--- src/rtl/solar_sample_scheduler_if.sv ---
// solar_sample_scheduler_if: core-side and pad-side signals of the solar
// sample scheduler. The scheduler connects through the slave modport; the
// core/ADC side (or a bench) connects through the master modport.
interface solar_sample_scheduler_if #(
  parameter int NCH = 4,
  parameter int DW  = 12
);
  localparam int CW = $clog2(NCH);

  logic           en_i;
  logic [DW-1:0]  thresh_i;
  logic           fault_clr_i;
  logic [DW-1:0]  sample_i;
  logic           sample_vld_i;
  logic           conv_start_o;
  logic           mux_en_o;
  logic [CW-1:0]  ch_sel_o;
  logic [DW-1:0]  avg_o;
  logic [CW-1:0]  avg_ch_o;
  logic           avg_vld_o;
  logic [NCH-1:0] low_flt_o;
  logic [NCH-1:0] to_flt_o;
  logic [2:0]     irq_o;
  logic           busy_o;

  modport master (
    output en_i, thresh_i, fault_clr_i, sample_i, sample_vld_i,
    input  conv_start_o, mux_en_o, ch_sel_o, avg_o, avg_ch_o, avg_vld_o,
    input  low_flt_o, to_flt_o, irq_o, busy_o
  );

  modport slave (
    input  en_i, thresh_i, fault_clr_i, sample_i, sample_vld_i,
    output conv_start_o, mux_en_o, ch_sel_o, avg_o, avg_ch_o, avg_vld_o,
    output low_flt_o, to_flt_o, irq_o, busy_o
  );
endinterface

--- src/rtl/solar_sample_scheduler.sv ---
// solar_sample_scheduler: steps the analog mux through NCH sensor channels,
// waits for settling, triggers the ADC 2^AVG_LOG2 times per channel and
// reports the truncated average, with sticky low-output and ADC-timeout flags.
// Optional feature: define SOLAR_SCHED_TIMEOUT_EN to compile in the per
// conversion ADC watchdog; otherwise WAIT blocks indefinitely and the
// timeout flags / irq stay 0.
module solar_sample_scheduler #(
  parameter int NCH         = 4,
  parameter int DW          = 12,
  parameter int SETTLE_CYC  = 16,
  parameter int AVG_LOG2    = 2,
  parameter int TIMEOUT_CYC = 255
) (
  input logic                     wb_clk_i,
  input logic                     wb_rst_i,
  solar_sample_scheduler_if.slave bus
);
  localparam int CW  = $clog2(NCH);
  localparam int AW  = DW + AVG_LOG2;
  localparam int SCW = $clog2(SETTLE_CYC + 1);
  localparam int NW  = AVG_LOG2 + 1;
  localparam int TCW = $clog2(TIMEOUT_CYC + 1);
  localparam logic [CW-1:0]  CH_LAST      = CW'(NCH - 1);
  localparam logic [SCW-1:0] SETTLE_LAST  = SCW'(SETTLE_CYC - 1);
  localparam logic [NW-1:0]  SMP_LAST     = NW'((1 << AVG_LOG2) - 1);
  localparam logic [TCW-1:0] TIMEOUT_LAST = TCW'(TIMEOUT_CYC - 1);
`ifdef SOLAR_SCHED_TIMEOUT_EN
  localparam bit TO_EN = 1'b1;
`else
  localparam bit TO_EN = 1'b0;
`endif

  typedef enum logic [2:0] {
    IDLE   = 3'd0,
    SETTLE = 3'd1,
    CONV   = 3'd2,
    WAIT   = 3'd3,
    REPORT = 3'd4
  } state_t;

  state_t         state, state_nx, adv_state;
  logic [CW-1:0]  ch, ch_nx, ch_adv;
  logic [SCW-1:0] settle_cnt;
  logic [TCW-1:0] wait_cnt;
  logic [NW-1:0]  smp_cnt;
  logic [AW-1:0]  acc, sum;
  logic [DW-1:0]  avg_new;
  logic [NCH-1:0] ch_onehot;
  logic           last_smp, timeout, advance, report_ev, low_ev, sweep_end;

  // Datapath helpers: running sum, new average, event decodes and the
  // channel/state to move to once the current channel is finished.
  always_comb begin
    sum       = acc + {{AVG_LOG2{1'b0}}, bus.sample_i};
    avg_new   = sum[AW-1:AVG_LOG2];
    last_smp  = (smp_cnt == SMP_LAST);
    report_ev = (state == WAIT) && bus.sample_vld_i && last_smp;
    low_ev    = report_ev && (avg_new < bus.thresh_i);
    timeout   = TO_EN && (state == WAIT) && !bus.sample_vld_i &&
                (wait_cnt == TIMEOUT_LAST);
    advance   = (state == REPORT) || timeout;
    sweep_end = (report_ev || timeout) && (ch == CH_LAST);
    ch_onehot = '0;
    ch_onehot[ch] = 1'b1;
    if (ch == CH_LAST) begin
      ch_adv    = '0;
      adv_state = bus.en_i ? SETTLE : IDLE;
    end else begin
      ch_adv    = ch + CW'(1);
      adv_state = SETTLE;
    end
    ch_nx = advance ? ch_adv : ch;
  end

  // Next-state logic of the sequencing FSM.
  always_comb begin
    state_nx = state;
    case (state)
      IDLE: begin
        if (bus.en_i) state_nx = SETTLE;
        else          state_nx = IDLE;
      end
      SETTLE: begin
        if (settle_cnt == SETTLE_LAST) state_nx = CONV;
        else                           state_nx = SETTLE;
      end
      CONV:   state_nx = WAIT;
      WAIT: begin
        if (bus.sample_vld_i) state_nx = last_smp ? REPORT : CONV;
        else if (timeout)     state_nx = adv_state;
        else                  state_nx = WAIT;
      end
      REPORT: state_nx = adv_state;
      default: state_nx = IDLE;
    endcase
  end

  // State and current-channel registers.
  always_ff @(posedge wb_clk_i or posedge wb_rst_i) begin
    if (wb_rst_i) begin
      state <= IDLE;
      ch    <= '0;
    end else begin
      state <= state_nx;
      ch    <= ch_nx;
    end
  end

  // Settle timer, ADC watchdog counter and sample accumulator.
  always_ff @(posedge wb_clk_i or posedge wb_rst_i) begin
    if (wb_rst_i) begin
      settle_cnt <= '0;
      wait_cnt   <= '0;
      acc        <= '0;
      smp_cnt    <= '0;
    end else begin
      settle_cnt <= (state == SETTLE) ? settle_cnt + SCW'(1) : '0;
      wait_cnt   <= (TO_EN && state == WAIT) ? wait_cnt + TCW'(1) : '0;
      if (state_nx == SETTLE) begin
        acc     <= '0;
        smp_cnt <= '0;
      end else if (state == WAIT && bus.sample_vld_i) begin
        acc     <= sum;
        smp_cnt <= smp_cnt + NW'(1);
      end
    end
  end

  // Registered outputs decoded from the next state; a flag set beats a
  // same-cycle clear for that bit.
  always_ff @(posedge wb_clk_i or posedge wb_rst_i) begin
    if (wb_rst_i) begin
      bus.conv_start_o <= 1'b0;
      bus.mux_en_o     <= 1'b0;
      bus.busy_o       <= 1'b0;
      bus.ch_sel_o     <= '0;
      bus.avg_o        <= '0;
      bus.avg_ch_o     <= '0;
      bus.avg_vld_o    <= 1'b0;
      bus.irq_o        <= 3'b000;
      bus.low_flt_o    <= '0;
      bus.to_flt_o     <= '0;
    end else begin
      bus.conv_start_o <= (state_nx == CONV);
      bus.mux_en_o     <= (state_nx != IDLE);
      bus.busy_o       <= (state_nx != IDLE);
      bus.ch_sel_o     <= ch_nx;
      bus.avg_vld_o    <= report_ev;
      if (report_ev) begin
        bus.avg_o    <= avg_new;
        bus.avg_ch_o <= ch;
      end
      bus.irq_o     <= {sweep_end, timeout, low_ev};
      bus.low_flt_o <= (bus.low_flt_o & ~{NCH{bus.fault_clr_i}}) |
                       (low_ev ? ch_onehot : '0);
      bus.to_flt_o  <= (bus.to_flt_o & ~{NCH{bus.fault_clr_i}}) |
                       (timeout ? ch_onehot : '0);
    end
  end
endmodule

--- src/flat_wrapper.sv ---
// flat-port wrapper written by rule: the top's interface ports become plain ports
module solar_sample_scheduler_flat 
#(
  parameter int NCH         = 4,
  parameter int DW          = 12,
  parameter int SETTLE_CYC  = 16,
  parameter int AVG_LOG2    = 2,
  parameter int TIMEOUT_CYC = 255
)
  (wb_clk_i, wb_rst_i, bus_en_i, bus_thresh_i, bus_fault_clr_i, bus_sample_i, bus_sample_vld_i, bus_conv_start_o, bus_mux_en_o, bus_ch_sel_o, bus_avg_o, bus_avg_ch_o, bus_avg_vld_o, bus_low_flt_o, bus_to_flt_o, bus_irq_o, bus_busy_o);
  solar_sample_scheduler_if #(.NCH(NCH), .DW(DW)) bus_i ();
  input logic wb_clk_i;
  input logic wb_rst_i;
  input wire logic [$bits(bus_i.en_i)-1:0] bus_en_i;
  input wire logic [$bits(bus_i.thresh_i)-1:0] bus_thresh_i;
  input wire logic [$bits(bus_i.fault_clr_i)-1:0] bus_fault_clr_i;
  input wire logic [$bits(bus_i.sample_i)-1:0] bus_sample_i;
  input wire logic [$bits(bus_i.sample_vld_i)-1:0] bus_sample_vld_i;
  output wire logic [$bits(bus_i.conv_start_o)-1:0] bus_conv_start_o;
  output wire logic [$bits(bus_i.mux_en_o)-1:0] bus_mux_en_o;
  output wire logic [$bits(bus_i.ch_sel_o)-1:0] bus_ch_sel_o;
  output wire logic [$bits(bus_i.avg_o)-1:0] bus_avg_o;
  output wire logic [$bits(bus_i.avg_ch_o)-1:0] bus_avg_ch_o;
  output wire logic [$bits(bus_i.avg_vld_o)-1:0] bus_avg_vld_o;
  output wire logic [$bits(bus_i.low_flt_o)-1:0] bus_low_flt_o;
  output wire logic [$bits(bus_i.to_flt_o)-1:0] bus_to_flt_o;
  output wire logic [$bits(bus_i.irq_o)-1:0] bus_irq_o;
  output wire logic [$bits(bus_i.busy_o)-1:0] bus_busy_o;
  assign bus_i.en_i = bus_en_i;
  assign bus_i.thresh_i = bus_thresh_i;
  assign bus_i.fault_clr_i = bus_fault_clr_i;
  assign bus_i.sample_i = bus_sample_i;
  assign bus_i.sample_vld_i = bus_sample_vld_i;
  assign bus_conv_start_o = bus_i.conv_start_o;
  assign bus_mux_en_o = bus_i.mux_en_o;
  assign bus_ch_sel_o = bus_i.ch_sel_o;
  assign bus_avg_o = bus_i.avg_o;
  assign bus_avg_ch_o = bus_i.avg_ch_o;
  assign bus_avg_vld_o = bus_i.avg_vld_o;
  assign bus_low_flt_o = bus_i.low_flt_o;
  assign bus_to_flt_o = bus_i.to_flt_o;
  assign bus_irq_o = bus_i.irq_o;
  assign bus_busy_o = bus_i.busy_o;
  solar_sample_scheduler #(.NCH(NCH), .DW(DW), .SETTLE_CYC(SETTLE_CYC), .AVG_LOG2(AVG_LOG2), .TIMEOUT_CYC(TIMEOUT_CYC)) u_core (.wb_clk_i(wb_clk_i), .wb_rst_i(wb_rst_i), .bus(bus_i));
endmodule
--- config.mk ---
export PLATFORM = sky130hd
export DESIGN_NAME = solar_sample_scheduler_flat
export DESIGN_NICKNAME = d
export VERILOG_FILES = /design/src/rtl/solar_sample_scheduler_if.sv /design/src/rtl/solar_sample_scheduler.sv /design/src/flat_wrapper.sv
export SDC_FILE = /design/constraint.sdc
export NUM_CORES = 1
export LEC_CHECK = 0
export ABC_AREA = 0
export CORE_MARGIN = 4
export CORE_UTILIZATION = 38
export CTS_CLUSTER_DIAMETER = 60
export DETAILED_ROUTE_END_ITERATION = 8
export GPL_TIMING_DRIVEN = 1
export PLACE_DENSITY = 0.59
export SLEW_MARGIN = 20
export SYNTH_ARGS = -nofsm -noshare
export SYNTH_HDL_FRONTEND = slang
export SYNTH_SLANG_ARGS = --single-unit
--- constraint.sdc ---
create_clock -name wb_clk_i -period 8.8 [get_ports wb_clk_i]
set_input_delay 0.88 -clock wb_clk_i [delete_from_list [all_inputs] [get_ports wb_clk_i]]
set_output_delay 0.88 -clock wb_clk_i [all_outputs]
set_load 0.02 [all_outputs]
==> results of run 1 <==
[worst max-delay path, stage by stage]
cell	delay [ns]
clkdlybuf4s50_1	0.46
ha_1	0.16
inv_1	0.05
fa_1	0.40
nor2b_1	0.21
o2111ai_2	0.15
a21oi_2	0.28
nor2_1	0.10
xnor2_1	0.22
ha_1	0.29
and4_1	0.21
a221o_1	0.34
a31oi_1	0.21
o2111a_1	0.30
a22o_1	0.15
[final timing paths]
kind / start / to / depth (start not counted)
worst max-delay path: bus_sample_i[0] / u_core.bus.low_flt_o[1]$_DFF_PP0_ / 15
worst min-delay path: u_core.settle_cnt[0]$_DFF_PP0_ / u_core.settle_cnt[0]$_DFF_PP0_ / 1
worst max register to register: u_core.acc[0]$_DFFE_PP0P_ / u_core.bus.low_flt_o[1]$_DFF_PP0_ / 14
worst min register to register: u_core.settle_cnt[0]$_DFF_PP0_ / u_core.settle_cnt[0]$_DFF_PP0_ / 1
max in group asynchronous: wb_rst_i / u_core.bus.mux_en_o$_DFF_PP0_ / 3
min in group asynchronous: wb_rst_i / u_core.acc[10]$_DFFE_PP0P_ / 3
[stage by stage]
step | cells | util | worst slack (ns) | instance area (um2)
global placement | 435 | 0.479 | 4.41 | 3700
CTS | 443 | 0.491 | 4.65 | 3800
floorplan | 283 | - | 5.15 | 3030
global route | 443 | 0.491 | 4.36 | 3800
finish | 443 | 0.491 | 4.63 | 3800
detailed placement | 435 | 0.479 | 4.32 | 3700
[flip-flops by register name, summed over array words and instances, names as in the netlist]
signal,count
u_core.bus.avg_vld_o,1
u_core.bus.irq_o,2
u_core.state,3
u_core.bus.avg_ch_o,2
u_core.bus.mux_en_o,1
u_core.bus.conv_start_o,1
u_core.bus.avg_o,12
u_core.settle_cnt,5
u_core.ch,2
u_core.bus.low_flt_o,4
u_core.acc,14
u_core.smp_cnt,3
u_core.bus.to_flt_o,4
[synth_stat cells, types with 2 or more instances]
cell | n | area (um2)
dfrtp_1 | 54 | 1350
ha_1 | 31 | 388
inv_1 | 28 | 105
nand2_1 | 19 | 71.3
nor2_1 | 18 | 67.6
a22o_1 | 16 | 140
mux2_2 | 13 | 146
a21oi_1 | 10 | 50.1
xnor2_1 | 9 | 78.8
o21ai_0 | 8 | 40.0
o21ai_1 | 8 | 40.0
nand3_1 | 7 | 35.0
nor2b_1 | 7 | 43.8
a21o_1 | 5 | 37.5
a31oi_1 | 4 | 25.0
and3_1 | 4 | 25.0
buf_2 | 4 | 20.0
xor2_1 | 4 | 35.0
buf_4 | 3 | 22.5
or3_1 | 3 | 18.8
a21oi_2 | 2 | 17.5
and2_1 | 2 | 12.5
clkbuf_1 | 2 | 7.51
nand3b_1 | 2 | 15.0
nand4_1 | 2 | 12.5
[cells by family (layout without fill, tap and decap cells)]
group                      Yosys count  count (layout)  synth area share
buffers and inverters               37              95            0.0512
other                                1               1           0.00124
and+or+nand+nor                     67              67             0.109
DFF                                 54              54             0.446
AOI/OAI and AO/OA                   65              65             0.168
xor gates and xnor gates            13              13            0.0375
adders and majority gates           32              32             0.134
muxes                               14              14            0.0532
[layout by cell type (no fill, tap or decap), types with 2 or more instances in the layout]
master,n
a21o_1,5
a21oi_1,10
a21oi_2,2
a22o_1,16
a31oi_1,4
and2_1,2
and3_1,4
clkbuf_8,6
clkdlybuf4s50_1,58
dfrtp_1,54
ha_1,31
inv_1,27
mux2_2,13
nand2_1,19
nand3_1,7
nand3b_1,2
nand4_1,2
nor2_1,18
nor2b_1,7
o21ai_0,8
o21ai_1,8
or3_1,3
xnor2_1,9
xor2_1,4
[cell type report]
class / instances / area share
clock buffer: 6 / 0.0217
timing repair buffer: 59 / 0.155
clock inverter: 2 / 0.00428
tap: 102 / 0.0336
multi-input combinational: 192 / 0.402
sequential: 54 / 0.356
inverter: 28 / 0.0277
[power breakdown]
group / internal (mW) / switching [mW]
registers: 0.311 / 0.0458
clock network: 0.0650 / 0.0858
logic: 0.249 / 0.310
total: 0.625 / 0.442
[layer usage]
| layer | vias to the layer above | part of all wire |
|---|---|---|
| li1 | 1102 | - |
| met1 | 1023 | 0.48 |
| met2 | 54 | 0.46 |
| met3 | 6 | 0.057 |
| met4 | 0 | 0.0097 |
| met5 | - | 0 |
==> metrics.cfg, run 1 <==
[floorplanning]
core_area_um2 = 7730
dieArea_um2 = 9480
fp-row-count = 32
die_width_um = 97.3
io_pins = 60
chipHeight_um = 97.3
initial_utilization = 0.392

[drt]
ant_nets = 0
dr.first_iter.drc_count = 93
drc = 0
drt_wl_total_mm = 6.51
routedWlPerCell_um = 14.7
vias_per_cell = 4.93
drt-pass1-iter-count = 4
vias = 2185

[cells_and_area]
regArea_um2 = 1350
drive_above_1_share = 0.0938
multi_input_area_um2 = 1530
final_nets = 401
diodes = 0
fillers = 716
area_growth_pct = 25.2

[synthesis]
synth.avg_cell_area_um2 = 10.7
syn_nets = 344
synth_top_flop_cell = dfrtp_1
synthArstFlopShare = 1.00
syn_inst = 283
synth_edf_count = 0
ys_ff_latch = 54
yosys.cell_types.count = 43
ys_warn_count = 0
syn_area_um2 = 3030
yosysSeqAreaShare = 0.446

[power_and_ir_drop]
powerDensity_nw_per_um2 = 281
total_power_mw = 1.07
ir_drop_mv = 0.129
p_leak_nw = 1.79

[clocking]
hold_buffers = 0
cts_made_buffers = 5
cts_tree = built
cts.sinks = 54
cts.clk_slew.worst_paths_ns = 0.10
clkLatencyLatePin_ns = 0.31
cts_max_level = 2
ctsResizeCount = 0
cts_buffer_depth = 2
post-cts-setup-buffers = 0
cts_root_buffer = clkbuf_8

[global_routing]
grt_pass1_vias = 2155
grt.met2_usage = 0.228
grt_first_pass_wirelength_mm = 10.8
grt_max_degree = 55
met1_usage = 0.188
grt.total_usage = 0.140
grt_antenna_before_repair = 0
busiest_layer = met2
grt_overflow = 0
grtUsageMet3 = 0.0352

[sta]
fmax_mhz = 240
setup_viol = 0
finalSetupTns_ns = 0
skew_ns = 0.00700
drv_slew = 0
rsz0062_at_grt = no
tightestPinTransition_ns = 0.983
hold_viol = 0
holdWs_ns = 0.469
period_minus_slack_ns = 4.17
relSlewSlack = 0.344
fin_crit_sh = 0.473

[critical_path]
endpoint_kind = register
start_kind = input port
path_max_fanout = 5
cp.required_ns = 9.05
crit_arrival_ns = 4.42
crit_type = in -> reg
rrSetupSlack_ns = 5.30

[placement]
io_buffers = 58
place_hpwl_mm = 4.82
gp_congestion = 0.846

[hold_path]
hp-class = reg -> reg

[flow_run]
drv_cap = 0

[outcome]
status = complete, no violations

(Power assumes the default switching activity.)
==> run 2: changes to the inputs <==
PLACE_DENSITY = 0.61   (was 0.59)
clock period = 3.8 ns   (was 8.8 ns; I/O delays follow)
==> metrics.cfg, run 2 (synthesized netlist as in run 1, its figures left out) <==
[outcome]
status = complete, no violations  ; unchanged

[clocking]
cts_buffer_depth = 2  ; unchanged
ctsResizeCount = 0  ; unchanged
post-cts-setup-buffers = 0  ; unchanged
cts_tree = built  ; unchanged
hold_buffers = 0  ; unchanged
clkLatencyLatePin_ns = 0.32  ; was 0.31 ns
cts_root_buffer = clkbuf_8  ; unchanged
cts_max_level = 2  ; unchanged
cts.sinks = 54  ; unchanged
cts.clk_slew.worst_paths_ns = 0.11  ; was 0.10 ns
cts_made_buffers = 5  ; unchanged

[cells_and_area]
post-route-cell-area_um2 = 3850  ; was 3800 um2
area_growth_pct = 27.0  ; was 25.2%
reg_top3 = u_core.acc x14, u_core.bus.avg_o x12, u_core.settle_cnt x5  ; unchanged
multi_input_area_um2 = 1530  ; unchanged
final_nets = 406  ; was 401
drive_above_1_share = 0.107  ; was 0.0938
regArea_um2 = 1350  ; unchanged
final_common_cell = clkdlybuf4s50_1  ; unchanged
diodes = 0  ; unchanged
largest_register_ffs = 14  ; unchanged
stdcell_count = 448  ; was 443
layout.cells.most_common_list = 58 x clkdlybuf4s50_1, 54 x dfrtp_1, 31 x ha_1  ; unchanged
fillers = 735  ; was 716
utilization = 0.499  ; was 0.491
regMostFlops = u_core.acc  ; unchanged

[floorplanning]
io_pins = 60  ; unchanged
dieArea_um2 = 9480  ; unchanged
fp-row-count = 32  ; unchanged
die_width_um = 97.3  ; unchanged
core_area_um2 = 7730  ; unchanged
chipHeight_um = 97.3  ; unchanged
initial_utilization = 0.392  ; unchanged

[placement]
place_inst = 440  ; was 435
post_dp_cell_area_um2 = 3740  ; was 3700 um2
place_hpwl_mm = 4.97  ; was 4.82 mm
gp_congestion = 0.823  ; was 0.846
io_buffers = 58  ; unchanged

[critical_path]
crit_path_end = u_core.bus.low_flt_o[1]$_DFF_PP0_  ; unchanged
endpoint_kind = register  ; unchanged
r2r_start = u_core.acc[0]$_DFFE_PP0P_  ; unchanged
r2r.worst_path.cells = 14  ; unchanged
crit_path_frequent_cell = ha_1  ; unchanged
crit_cells = 15  ; unchanged
crit_arrival_ns = 3.78  ; was 4.42 ns
cp_slowest_cell = clkdlybuf4s50_1  ; unchanged
r2r_end = u_core.bus.low_flt_o[1]$_DFF_PP0_  ; unchanged
start_kind = input port  ; unchanged
max_stage_delay_ns = 0.46  ; about the same
path_delay_family = compound AO/OA/AOI/OAI gates  ; unchanged
rrSetupSlack_ns = 0.45  ; was 5.30 ns
path_cells = clkdlybuf4s50_1, ha_1, inv_1, fa_1, nor2b_1, o2111ai_2, a21oi_2, nor2_1, xnor2_1, ha_1, and4_1, a221o_1, a31oi_1, o2111a_1, a22o_1  ; unchanged
crit_buf_inv = 2  ; unchanged
cp.required_ns = 4.06  ; was 9.05 ns
path_max_fanout = 5  ; unchanged
crit_type = in -> reg  ; unchanged
worstSetupStartpoint = bus_sample_i[0]  ; unchanged

[global_routing]
grt_max_degree = 38  ; was 55
grt_first_pass_wirelength_mm = 11.3  ; was 10.8 mm
grt_overflow = 0  ; unchanged
grt_antenna_before_repair = 0  ; unchanged
grt.total_usage = 0.146  ; was 0.140
grt_pass1_vias = 2233  ; was 2155

[sta]
setup_viol = 0  ; unchanged
rsz0062_at_grt = no  ; unchanged
relSlewSlack = 0.360  ; was 0.344
drv_slew = 0  ; unchanged
tightestPinTransition_ns = 0.960  ; was 0.983 ns
finalSetupTns_ns = 0  ; unchanged
fmax_mhz = 284
skew_ns = 0.00997  ; was 0.00700 ns
period_minus_slack_ns = 3.52
hold_viol = 0  ; unchanged
fin_crit_sh = 0.927

[power_and_ir_drop]
total_power_mw = 2.60  ; was 1.07 mW
powerDensity_nw_per_um2 = 674  ; was 281 nW/um2
ir_drop_mv = 0.278  ; was 0.129 mV
p_leak_nw = 1.83  ; was 1.79 nW

[drt]
drc = 0  ; unchanged
drt_wl_total_mm = 6.65  ; was 6.51 mm
dr.first_iter.drc_count = 60  ; was 93
vias = 2212  ; was 2185
ant_nets = 0  ; unchanged
routedWlPerCell_um = 14.8  ; was 14.7 um
vias_per_cell = 4.94  ; was 4.93
drt-pass1-iter-count = 4  ; unchanged

[flow_run]
drv_cap = 0  ; unchanged

[hold_path]
hp-class = reg -> reg  ; unchanged

run 2: cell count changes in the layout (fill, tap and decap cells not counted), sizes merged:
cell | before | now
buf | 1 | 6
bufinv | 0 | 1
clkbuf | 6 | 5
clkinvlp | 1 | 0
inv | 29 | 30
run 2: worst min-delay path by stage:
stage,from,endpoint,slack (ns),cells past startpoint
2_1_floorplan,u_core.settle_cnt[0]$_DFF_PP0_,u_core.settle_cnt[0]$_DFF_PP0_,0.43,1
3_3_place_gp,u_core.settle_cnt[0]$_DFF_PP0_,u_core.settle_cnt[0]$_DFF_PP0_,0.45,1
3_5_place_dp,u_core.settle_cnt[0]$_DFF_PP0_,u_core.settle_cnt[0]$_DFF_PP0_,0.45,1
4_1_cts,u_core.settle_cnt[0]$_DFF_PP0_,u_core.settle_cnt[0]$_DFF_PP0_,0.47,1
5_1_grt,u_core.settle_cnt[0]$_DFF_PP0_,u_core.settle_cnt[0]$_DFF_PP0_,0.51,1
6_report,u_core.settle_cnt[0]$_DFF_PP0_,u_core.settle_cnt[0]$_DFF_PP0_,0.46,1
run 2: routing by layer:
| metal | routed length (um) | vias up | global-route usage | part of all wire |
|---|---|---|---|---|
| li1 | - | 1109 | - | - |
| met1 | 3200 | 1044 | 0.203 | 0.48 |
| met2 | 2990 | 52 | 0.231 | 0.45 |
| met3 | 365 | 7 | 0.0359 | 0.055 |
| met4 | 93 | 0 | 0.0373 | 0.014 |
| met5 | 0 | - | 0 | 0 |
run 2: through the flow:
stage,setup WS (ns),hold slack (ns)
global placement,0.0813,0.447
detailed placement,-0.0198,0.453
global route,0.0892,0.511
floorplan,0.648,0.433
finish,0.279,0.462
CTS,0.282,0.468
run 2: worst reg2reg max path, delay by kind of cell, from the launching register on:
| family | cells | cell delay, ns |
|---|---|---|
| buf+inv | 1 | 0.05 |
| fa+ha+maj | 3 | 0.84 |
| flops | 1 | 0.36 |
| xor+xnor | 1 | 0.20 |
| simple gates | 3 | 0.49 |
| compound gates | 6 | 1.35 |
run 2: power breakdown:
part	internal [mW]	switching, mW
Combinational	0.620	0.740
Clock	0.202	0.210
Sequential	0.721	0.103
run 2: cell type report:
type / instances / share of cell area
Multi-Input combinational cell: 192 / 0.396
Clock inverter: 3 / 0.0123
Timing Repair Buffer: 64 / 0.162
Inverter: 28 / 0.0273
Sequential cell: 54 / 0.351
Tap cell: 102 / 0.0331
Clock buffer: 5 / 0.0179
